==> src/rtl/multdiv_pkg.sv <==
// multdiv_pkg: shared types for the multi-cycle multiply/divide unit.
//   state_t   - IDLE / RUN / FIN sequencer states
//   op_t      - OP_MULT / OP_DIV operation latched at start
//   cnt_width - iteration counter width, $clog2(iter+1)
package multdiv_pkg;

   typedef enum logic [1:0] {IDLE, RUN, FIN} state_t;
   typedef enum logic {OP_MULT, OP_DIV} op_t;

   function automatic int cnt_width(input int iter);
      return $clog2(iter + 1);
   endfunction

endpackage

==> src/rtl/mult_div_step.sv <==
// mult_div_step: one combinational iteration, radix-2 Booth or restoring divide.
//   op      in   OP_MULT / OP_DIV
//   acc     in   2W+1-bit accumulator
//                mult: {A[W-1:0], Q[W-1:0], q_m1}
//                div : {R[W:0], Q[W-1:0]}
//   m       in   multiplicand (mult) or divisor magnitude (div)
//   acc_nxt out  accumulator after one step
module mult_div_step
   import multdiv_pkg::*;
#(
   parameter int WIDTH = 32
)
(
   input  op_t              op,
   input  logic [2*WIDTH:0] acc,
   input  logic [WIDTH-1:0] m,
   output logic [2*WIDTH:0] acc_nxt
);

   logic [WIDTH:0]   m_ext;
   logic [WIDTH:0]   addend;
   logic [WIDTH:0]   bsum;
   logic [2*WIDTH:0] sh;
   logic [WIDTH+1:0] diff;

   always_comb begin
      // Booth: the add is done one bit wider than A so that subtracting the
      // most negative multiplicand cannot overflow before the shift.
      m_ext  = {m[WIDTH-1], m};
      addend = (acc[1:0] == 2'b01) ? m_ext :
               (acc[1:0] == 2'b10) ? -m_ext : '0;
      bsum   = {acc[2*WIDTH], acc[2*WIDTH:WIDTH+1]} + addend;
      // Restoring divide: shift {R,Q} left, keep the trial difference if it
      // did not go negative and shift in a quotient 1.
      sh     = {acc[2*WIDTH-1:0], 1'b0};
      diff   = {1'b0, sh[2*WIDTH:WIDTH]} - {2'b00, m};
      acc_nxt = (op == OP_MULT) ? {bsum, acc[WIDTH:1]} :
                diff[WIDTH+1]   ? sh : {diff[WIDTH:0], sh[WIDTH-1:1], 1'b1};
   end

endmodule

==> src/rtl/mult_div_unit.sv <==
// mult_div_unit: multi-cycle signed multiply/divide writing HI/LO.
//   clock       in   rising-edge clock
//   reset       in   asynchronous active-low reset
//   mult_start  in   pulse: signed op_a * op_b
//   div_start   in   pulse: signed op_a / op_b (mult wins if both)
//   op_a, op_b  in   operands, sampled on the accepting edge only
//   busy        out  operation in flight
//   mult_done   out  one-cycle pulse, {hi,lo} = product
//   div_done    out  one-cycle pulse, hi = remainder, lo = quotient
//   div_zero    out  only with MULTDIV_DIVZERO_EN: zero-divisor pulse
//   hi, lo      out  result registers, change only when an op finishes
// Optional: define MULTDIV_DIVZERO_EN to short-cut division by zero.
module mult_div_unit
   import multdiv_pkg::*;
#(
   parameter int WIDTH = 32,
   parameter int ITER  = WIDTH
)
(
   input  logic             clock,
   input  logic             reset,
   input  logic             mult_start,
   input  logic             div_start,
   input  logic [WIDTH-1:0] op_a,
   input  logic [WIDTH-1:0] op_b,
   output logic             busy,
   output logic             mult_done,
   output logic             div_done,
`ifdef MULTDIV_DIVZERO_EN
   output logic             div_zero,
`endif
   output logic [WIDTH-1:0] hi,
   output logic [WIDTH-1:0] lo
);

   localparam int CW = cnt_width(ITER);

   state_t             state_q, state_d;
   op_t                op_q, op_d;
   logic [CW-1:0]      cnt_q, cnt_d;
   logic [2*WIDTH:0]   acc_q, acc_d, step_acc;
   logic [WIDTH-1:0]   m_q, m_d, hi_q, hi_d, lo_q, lo_d;
   logic [WIDTH-1:0]   a_abs, b_abs, quo, rem;
   logic               qneg_q, qneg_d, rneg_q, rneg_d, dz_q, dz_d;
   logic               mdone_q, mdone_d, ddone_q, ddone_d;
   logic               start, dz_hit;

   assign start = mult_start | div_start;
   assign a_abs = op_a[WIDTH-1] ? -op_a : op_a;
   assign b_abs = op_b[WIDTH-1] ? -op_b : op_b;
   assign quo   = qneg_q ? -acc_q[WIDTH-1:0] : acc_q[WIDTH-1:0];
   assign rem   = rneg_q ? -acc_q[2*WIDTH-1:WIDTH] : acc_q[2*WIDTH-1:WIDTH];

`ifdef MULTDIV_DIVZERO_EN
   assign dz_hit = div_start & ~mult_start & (op_b == '0);
`else
   assign dz_hit = 1'b0;
`endif

   mult_div_step #(.WIDTH(WIDTH)) u_step (
      .op      (op_q),
      .acc     (acc_q),
      .m       (m_q),
      .acc_nxt (step_acc)
   );

   always_ff @(posedge clock or negedge reset) begin
      if (!reset) state_q <= IDLE;
      else        state_q <= state_d;
   end

   always_comb begin
      state_d = (state_q == IDLE) ? (start ? (dz_hit ? FIN : RUN) : IDLE) :
                (state_q == RUN)  ? ((cnt_q == CW'(ITER - 1)) ? FIN : RUN) : IDLE;
   end

   always_comb begin
      op_d    = op_q;
      cnt_d   = cnt_q;
      acc_d   = acc_q;
      m_d     = m_q;
      qneg_d  = qneg_q;
      rneg_d  = rneg_q;
      dz_d    = dz_q;
      hi_d    = hi_q;
      lo_d    = lo_q;
      mdone_d = 1'b0;
      ddone_d = 1'b0;
      if (state_q == IDLE && start) begin
         op_d   = mult_start ? OP_MULT : OP_DIV;
         acc_d  = mult_start ? {{WIDTH{1'b0}}, op_b, 1'b0} : {{(WIDTH+1){1'b0}}, a_abs};
         m_d    = mult_start ? op_a : b_abs;
         qneg_d = op_a[WIDTH-1] ^ op_b[WIDTH-1];
         rneg_d = op_a[WIDTH-1];
         cnt_d  = '0;
         dz_d   = dz_hit;
      end
      if (state_q == RUN) begin
         acc_d = step_acc;
         cnt_d = cnt_q + 1'b1;
      end
      if (state_q == FIN) begin
         mdone_d = (op_q == OP_MULT);
         ddone_d = (op_q == OP_DIV);
         if (op_q == OP_MULT) {hi_d, lo_d} = acc_q[2*WIDTH:1];
         else if (!dz_q) begin
            hi_d = rem;
            lo_d = quo;
         end
      end
   end

   always_ff @(posedge clock or negedge reset) begin
      if (!reset) begin
         op_q    <= OP_MULT;
         cnt_q   <= '0;
         acc_q   <= '0;
         m_q     <= '0;
         qneg_q  <= 1'b0;
         rneg_q  <= 1'b0;
         dz_q    <= 1'b0;
         hi_q    <= '0;
         lo_q    <= '0;
         mdone_q <= 1'b0;
         ddone_q <= 1'b0;
      end else begin
         op_q    <= op_d;
         cnt_q   <= cnt_d;
         acc_q   <= acc_d;
         m_q     <= m_d;
         qneg_q  <= qneg_d;
         rneg_q  <= rneg_d;
         dz_q    <= dz_d;
         hi_q    <= hi_d;
         lo_q    <= lo_d;
         mdone_q <= mdone_d;
         ddone_q <= ddone_d;
      end
   end

`ifdef MULTDIV_DIVZERO_EN
   logic dzo_q, dzo_d;

   always_comb begin
      dzo_d = (state_q == FIN) & dz_q;
   end

   always_ff @(posedge clock or negedge reset) begin
      if (!reset) dzo_q <= 1'b0;
      else        dzo_q <= dzo_d;
   end

   assign div_zero = dzo_q;
`endif

   assign busy      = (state_q != IDLE);
   assign mult_done = mdone_q;
   assign div_done  = ddone_q;
   assign hi        = hi_q;
   assign lo        = lo_q;

endmodule

==> config.mk <==
export PLATFORM = sky130hd
export DESIGN_NAME = mult_div_unit
export DESIGN_NICKNAME = d
export VERILOG_FILES = /design/src/rtl/multdiv_pkg.sv /design/src/rtl/mult_div_step.sv /design/src/rtl/mult_div_unit.sv
export SDC_FILE = /design/constraint.sdc
export NUM_CORES = 1
export LEC_CHECK = 0
export CORE_MARGIN = 2
export CORE_UTILIZATION = 60
export CTS_BUF_LIST = sky130_fd_sc_hd__clkbuf_4
export DETAILED_ROUTE_END_ITERATION = 10
export HOLD_SLACK_MARGIN = 0.1
export PLACE_DENSITY = 0.91
export SETUP_SLACK_MARGIN = 0.1
export SYNTH_ARGS = -nofsm -noshare
export SYNTH_HDL_FRONTEND = slang
export SYNTH_SLANG_ARGS = --single-unit
==> constraint.sdc <==
create_clock -name clock -period 5.7 [get_ports clock]
set_clock_uncertainty 0.05 [all_clocks]
set_input_delay 0.57 -clock clock [delete_from_list [all_inputs] [get_ports clock]]
set_output_delay 0.57 -clock clock [all_outputs]
set_load 0.05 [all_outputs]
Word level (Yosys, flattened, before mapping)
Cells that the tools add are included.

Word-level logic and storage cells: 54. Latch bits: 0. Bits in registers: 174. Output and inout port bits: 67. Bits in writable memories: 0. Memories kept: 0. Memory bits (read-only): 0.

$add $sub $neg: 8. Bitwise logic cells: 3. Shifts and indexed selects: 0. Reductions and logical operators: 4. Eq/ne operators: 5. Multiply operators: 0. Multiplexer cells: 23. $lt $le $gt $ge: 0. Divide/modulo/power cells: 0.

Operators with widths (number): 2-to-1 mux 65 bit (4); 2-to-1 mux 32 bit (7); negation 32 bit (4); 2-to-1 mux 33 bit (3); subtractor 33 x 32 -> 34 bit (1); adder 33 bit (1); negation 33 bit (1); 2-to-1 mux 6 bit (2); adder 6 x 1 -> 6 bit (second input constant) (1); == test 6 x 5 -> 1 bit (second input constant) (1); 2-to-1 mux 2 bit (3); == test 2 x 1 -> 1 bit (second input constant) (2); == test 2 bit (second input constant) (2); 2-to-1 mux 1 bit (4); nonzero test 2 bit (2); logical NOT 2 bit (1); logical AND 1 bit (1); inverter 1 bit (1); OR 1 bit (1); bitwise XOR 1 bit (1).

Logic depth before layout (Yosys ltp)
Word-level depth: 6. Mapped depth: 20. Depth with buffers taken out: 18.

By module
A second synthesis with hierarchy kept.

Cells, all modules: 2076. Area, all modules: 16218.1 sq um.

Modules (own cells, without submodules): mult_div_unit (area an instance 10532.6 sq um, cells each 1201, instances 1); mult_div_step (area an instance 5685.5 sq um, cells each 875, instances 1).

Least setup slack after synthesis
Ideal clock, no wire load.

Path type: register to register. Start point: register acc_q[1]. End point: register acc_q[62]. Period minus slack after synthesis: 4.254 ns. Setup slack: 1.446 ns. Arrival time: 4.126 ns. Required time: 5.573 ns. Stages on the path, launching flop included: 18. Setup time: 0.077 ns. Cells stage by stage: dfrtp_1 > inv_1 > ha_1 > clkbuf_1 > nand2b_1 > clkbuf_1 > or3_1 > o21ai_0 > ha_1 > a211oi_1 > o32ai_2 > a2111oi_2 > o31ai_1 > a21oi_1 > o31ai_1 > a41oi_1 > or4_1 > a21oi_1.

Word-level cells in the longest chain between the ends: 6. Elaborated cells on any way between the ends: 7. Those cells by class: add/sub (1); eq/ne (2); mux (4).

RTL lines: start: declaration (RTL line mult_div_unit.sv:41) `logic [2*WIDTH:0] acc_q, acc_d, step_acc;`; start signal: assignment (RTL line mult_div_unit.sv:117) `acc_q <= '0;`; start signal: assignment (RTL line mult_div_unit.sv:129) `acc_q <= acc_d;`; == test 2 bit (RTL line mult_div_step.sv:31) `(acc[1:0] == 2'b10) ? -m_ext : '0;`; 2-to-1 mux 33 bit (RTL line mult_div_step.sv:31); 2-to-1 mux 33 bit * (RTL line mult_div_step.sv:30) `addend = (acc[1:0] == 2'b01) ? m_ext :`; adder 33 bit * (RTL line mult_div_step.sv:32) `bsum = {acc[2*WIDTH], acc[2*WIDTH:WIDTH+1]} + addend;`; 2-to-1 mux 65 bit * (RTL line mult_div_step.sv:37) `acc_nxt = (op == OP_MULT) ? {bsum, acc[WIDTH:1]} :`; 2-to-1 mux 65 bit * (RTL line mult_div_unit.sv:98) `if (state_q == RUN) begin`.

Every way passes the cells marked *; elsewhere a longest branch is shown, timed or not. A chain may end at the register's enable or synchronous reset.

Worst setup path after layout
Start point: register acc_q[0]. End point: register acc_q[62].

The elaborated chain is that of the path after synthesis.

==> run summary <==
The number of nets handed over by synthesis was 2,139. The post-route standard cell area excluding fillers is between 0.015 and 0.02 mm². The via count of the first global-routing pass came to about 14,000. The deepest clock path buffer count is 2. The later pin in the worst-skew pair is clocked with a latency of 610 ps. The detailed-route via count came out at 15,900. The worst-path maximum fanout is 21. The worst slew margin relative to its limit came out at 0.266.

The maximum number of pins on one net before global-route repair came out at 121. The layout has between 2,000 and 2,500 filler cells. The type of the setup path with the least slack is reg2reg. The share of final-layout standard cells stronger than drive strength 1 is 0.0488.

Yosys mapped a number of flops with a built-in enable equal to 0. The number of sinks handled by clock tree synthesis came out at around 170. The detailed-route wire length per cell came out at 21.5 µm. The analysis attributes to cell leakage a power of slightly above 7 nW. The transition time at the pin with the least slew margin is about 1100 ps. The arrival time of data at the critical path endpoint is 5540 ps. The primary flip-flop cell chosen by synthesis mapping is sky130_fd_sc_hd__dfrtp_1. STA puts the critical path data required time at around 6200 ps. The number of I/O port buffers is approximately 130. In the layout the commonest cells are sky130_fd_sc_hd__o21ai_0 (253), sky130_fd_sc_hd__nand2_1 (238), sky130_fd_sc_hd__dfrtp_1 (173). The path class of the tightest hold or removal check is reg2reg. The share of the clock period used by the worst path came out at 0.887. The routability congestion estimate from global placement came out at 0.994. VDD sags by at most roughly 410 µV. The setup violation total in the final timing report is 0. The effective utilization at floorplan came out at 0.611. The number of setup buffers added after CTS is 0. The final count of pins violating max slew is 0. The clock tree from TritonCTS is yes. The achievable clock frequency came out at between 0.15 and 0.2 GHz. Relative to the synthesized area, the layout overhead comes to 11.6%.

The endpoint kind of the worst setup timing path is a flip-flop. Clock tree synthesis inserted a total of 17 buffers. The total area inside the core boundary comes to roughly 0.025 mm². The number of placement rows came out at 58. The number of remaining DRC errors came out at 0. The H-tree depth came out at 4. The clock root buffer is sky130_fd_sc_hd__clkbuf_4.

In this run the vertical extent of the chip is between 150 and 200 µm. The horizontal die dimension came out at between 150 and 200 µm. The boundary pin count came out at ~140. The flow ran to the end, and the final reports show no timing, DRC or antenna violations. The warning count from the yosys run came out at 0. The die covers approximately 0.027 mm². The smallest clock period supported by the final layout is computed as 5050 ps. Summed over all nets, the half-perimeter wirelength after detailed placement is between 30,000 and 40,000 µm. The number of nets with antenna violations after detailed routing came out at 0. Power spread over the standard cell area amounts to about 710 mW/mm². For this run, the detailed router's first-pass iteration total came to 6. In this run, the number of DRC markers left after iteration 0 of detailed routing was approximately 2,100. The count of endpoints failing hold in the final timing report is 0. After routing, the total negative slack on setup checks comes to 0 ps.

Setup repair after global routing left no endpoint under its margin. The aggregate global routing overflow came out at 0. The mean instance size in the synthesized netlist came out at approximately 7.7 µm². The sum of routed wire length over all layers is between 50,000 and 60,000 µm. The max-capacitance violation count is 0.

After synthesis, the share of flip-flops with an asynchronous set or reset is 1.00. After detailed placement, the total cell area comes to roughly 0.017 mm². The first global-routing pass estimated 78,600 µm of wire. Leaving out fill and tap cells, the most frequent cell in the layout is sky130_fd_sc_hd__o21ai_0. The post-synthesis cell count came out at 1,997. The type of element launching the critical path is a flip-flop. The CTS clock-pin slew for the worst setup and hold paths came out at 200 ps. The number of synthesized register bits is between 150 and 200. After layout, the design draws a total of 12.2 mW. Of the synthesized area, sequential elements account for 0.284.

The mapped netlist covers ~0.015 mm². The via density per instance came out at 6.69. The initial antenna violation count came out at 1. The netlist uses between 70 and 80 different library cells. The number of nets in the finished design is about 2,200.

The overall track demand over capacity in global routing is 0.374.
-- logic make-up after synthesis --
logic type / Yosys count / share of synthesized area
compound gates: 704 / 0.283
mux: 52 / 0.0344
buf+inv: 195 / 0.0486
flops: 174 / 0.284
xor+xnor: 170 / 0.0971
fa+ha+maj: 74 / 0.0614
simple gates: 628 / 0.191
-- cell type report --
class,instances,area (µm²),share of cell area
Multi-Input combinational cell,1628,10300,0.600
Sequential cell,174,4360,0.255
Timing Repair Buffer,155,1500,0.0876
Tap cell,330,413,0.0241
Inverter,60,225,0.0132
Clock inverter,15,215,0.0126
Clock buffer,17,128,0.00746
Antenna cell,2,5.00,0.000293
-- worst max-delay path, stage by stage, from the launching register on --
cell	delay, ps
sky130_fd_sc_hd__dfrtp_1	510
sky130_fd_sc_hd__inv_1	110
sky130_fd_sc_hd__ha_1	240
sky130_fd_sc_hd__buf_4	220
sky130_fd_sc_hd__inv_1	100
sky130_fd_sc_hd__buf_4	180
sky130_fd_sc_hd__nor2_1	60
sky130_fd_sc_hd__o21ai_0	130
sky130_fd_sc_hd__o21ai_0	130
sky130_fd_sc_hd__ha_1	340
sky130_fd_sc_hd__nand2_1	70
sky130_fd_sc_hd__o32ai_2	530
sky130_fd_sc_hd__a2111oi_2	180
sky130_fd_sc_hd__o31ai_1	580
sky130_fd_sc_hd__a21oi_1	200
sky130_fd_sc_hd__o31ai_1	480
sky130_fd_sc_hd__a41oi_1	180
sky130_fd_sc_hd__or4_1	520
sky130_fd_sc_hd__a21oi_1	140
-- synth_stat cells (all sizes together) (8+ instances only) --
master | number | area [µm²]
and3 | 18 | 113
nand4 | 15 | 93.8
inv | 59 | 221
dfrtp | 174 | 4350
xor2 | 116 | 1020
nor2b | 17 | 106
a211oi | 24 | 180
o31ai | 51 | 388
or3 | 30 | 193
o21a | 11 | 82.6
a22oi | 21 | 158
a221oi | 8 | 70.1
nand2 | 238 | 893
nor3 | 43 | 215
xnor2 | 54 | 473
o21ai | 257 | 1290
o41ai | 14 | 153
mux2i | 47 | 470
clkbuf | 113 | 429
o21bai | 10 | 75.1
ha | 72 | 901
o22ai | 12 | 75.1
or4 | 20 | 161
nand3 | 33 | 165
a21oi | 168 | 841
or2 | 13 | 81.3
nand2b | 16 | 100
nor2 | 153 | 574
o211ai | 11 | 82.6
nor4 | 16 | 100
a31oi | 18 | 113
a21o | 43 | 323
buf | 22 | 91.3
o221ai | 13 | 114
-- metal layers --
layer,vias to the layer above,routed length (µm),global-route usage
li1,7321,-,-
met1,7524,21900,0.549
met2,976,21500,0.546
met3,103,6110,0.0846
met4,0,1490,0.118
met5,-,0,0
-- state kept, by name, indices dropped and copies added (netlist names), 2 cells and up --
name,cells
acc_q,65
hi,32
lo,32
m_q,32
cnt_q,6
state_q,2
-- stage by stage --
stage	hold slack, ps	worst slack (ps)	cells	util
floorplan	224	1450	1997	-
CTS	453	797	2379	0.681
global placement	409	1040	2346	0.667
finish	449	647	2381	0.681
detailed placement	415	901	2346	0.667
global route	465	441	2381	0.681
-- final timing paths --
check	startpoint	endpoint	slack, ps	depth (start not counted)
max	acc_q[0]	acc_q[62]	650	18
min	hi[13]	hi[13]	450	2
max reg2reg	acc_q[0]	acc_q[62]	650	18
min reg2reg	hi[13]	hi[13]	450	2
max in group asynchronous	reset	hi[28]	3830	3
min in group asynchronous	reset	lo[1]	460	2
-- where the power goes --
group          internal (mW)  switching [mW]
clock                  0.232           0.593
combinational           3.28            5.20
sequential              1.82            1.04
-- what timing repair did --
item,4_1_cts,5_1_grt
hold buffers,1,0
endpoints found under the hold margin,87,0
gates resized for setup,0,0
Note: power is estimated with default switching activity, not from simulation.
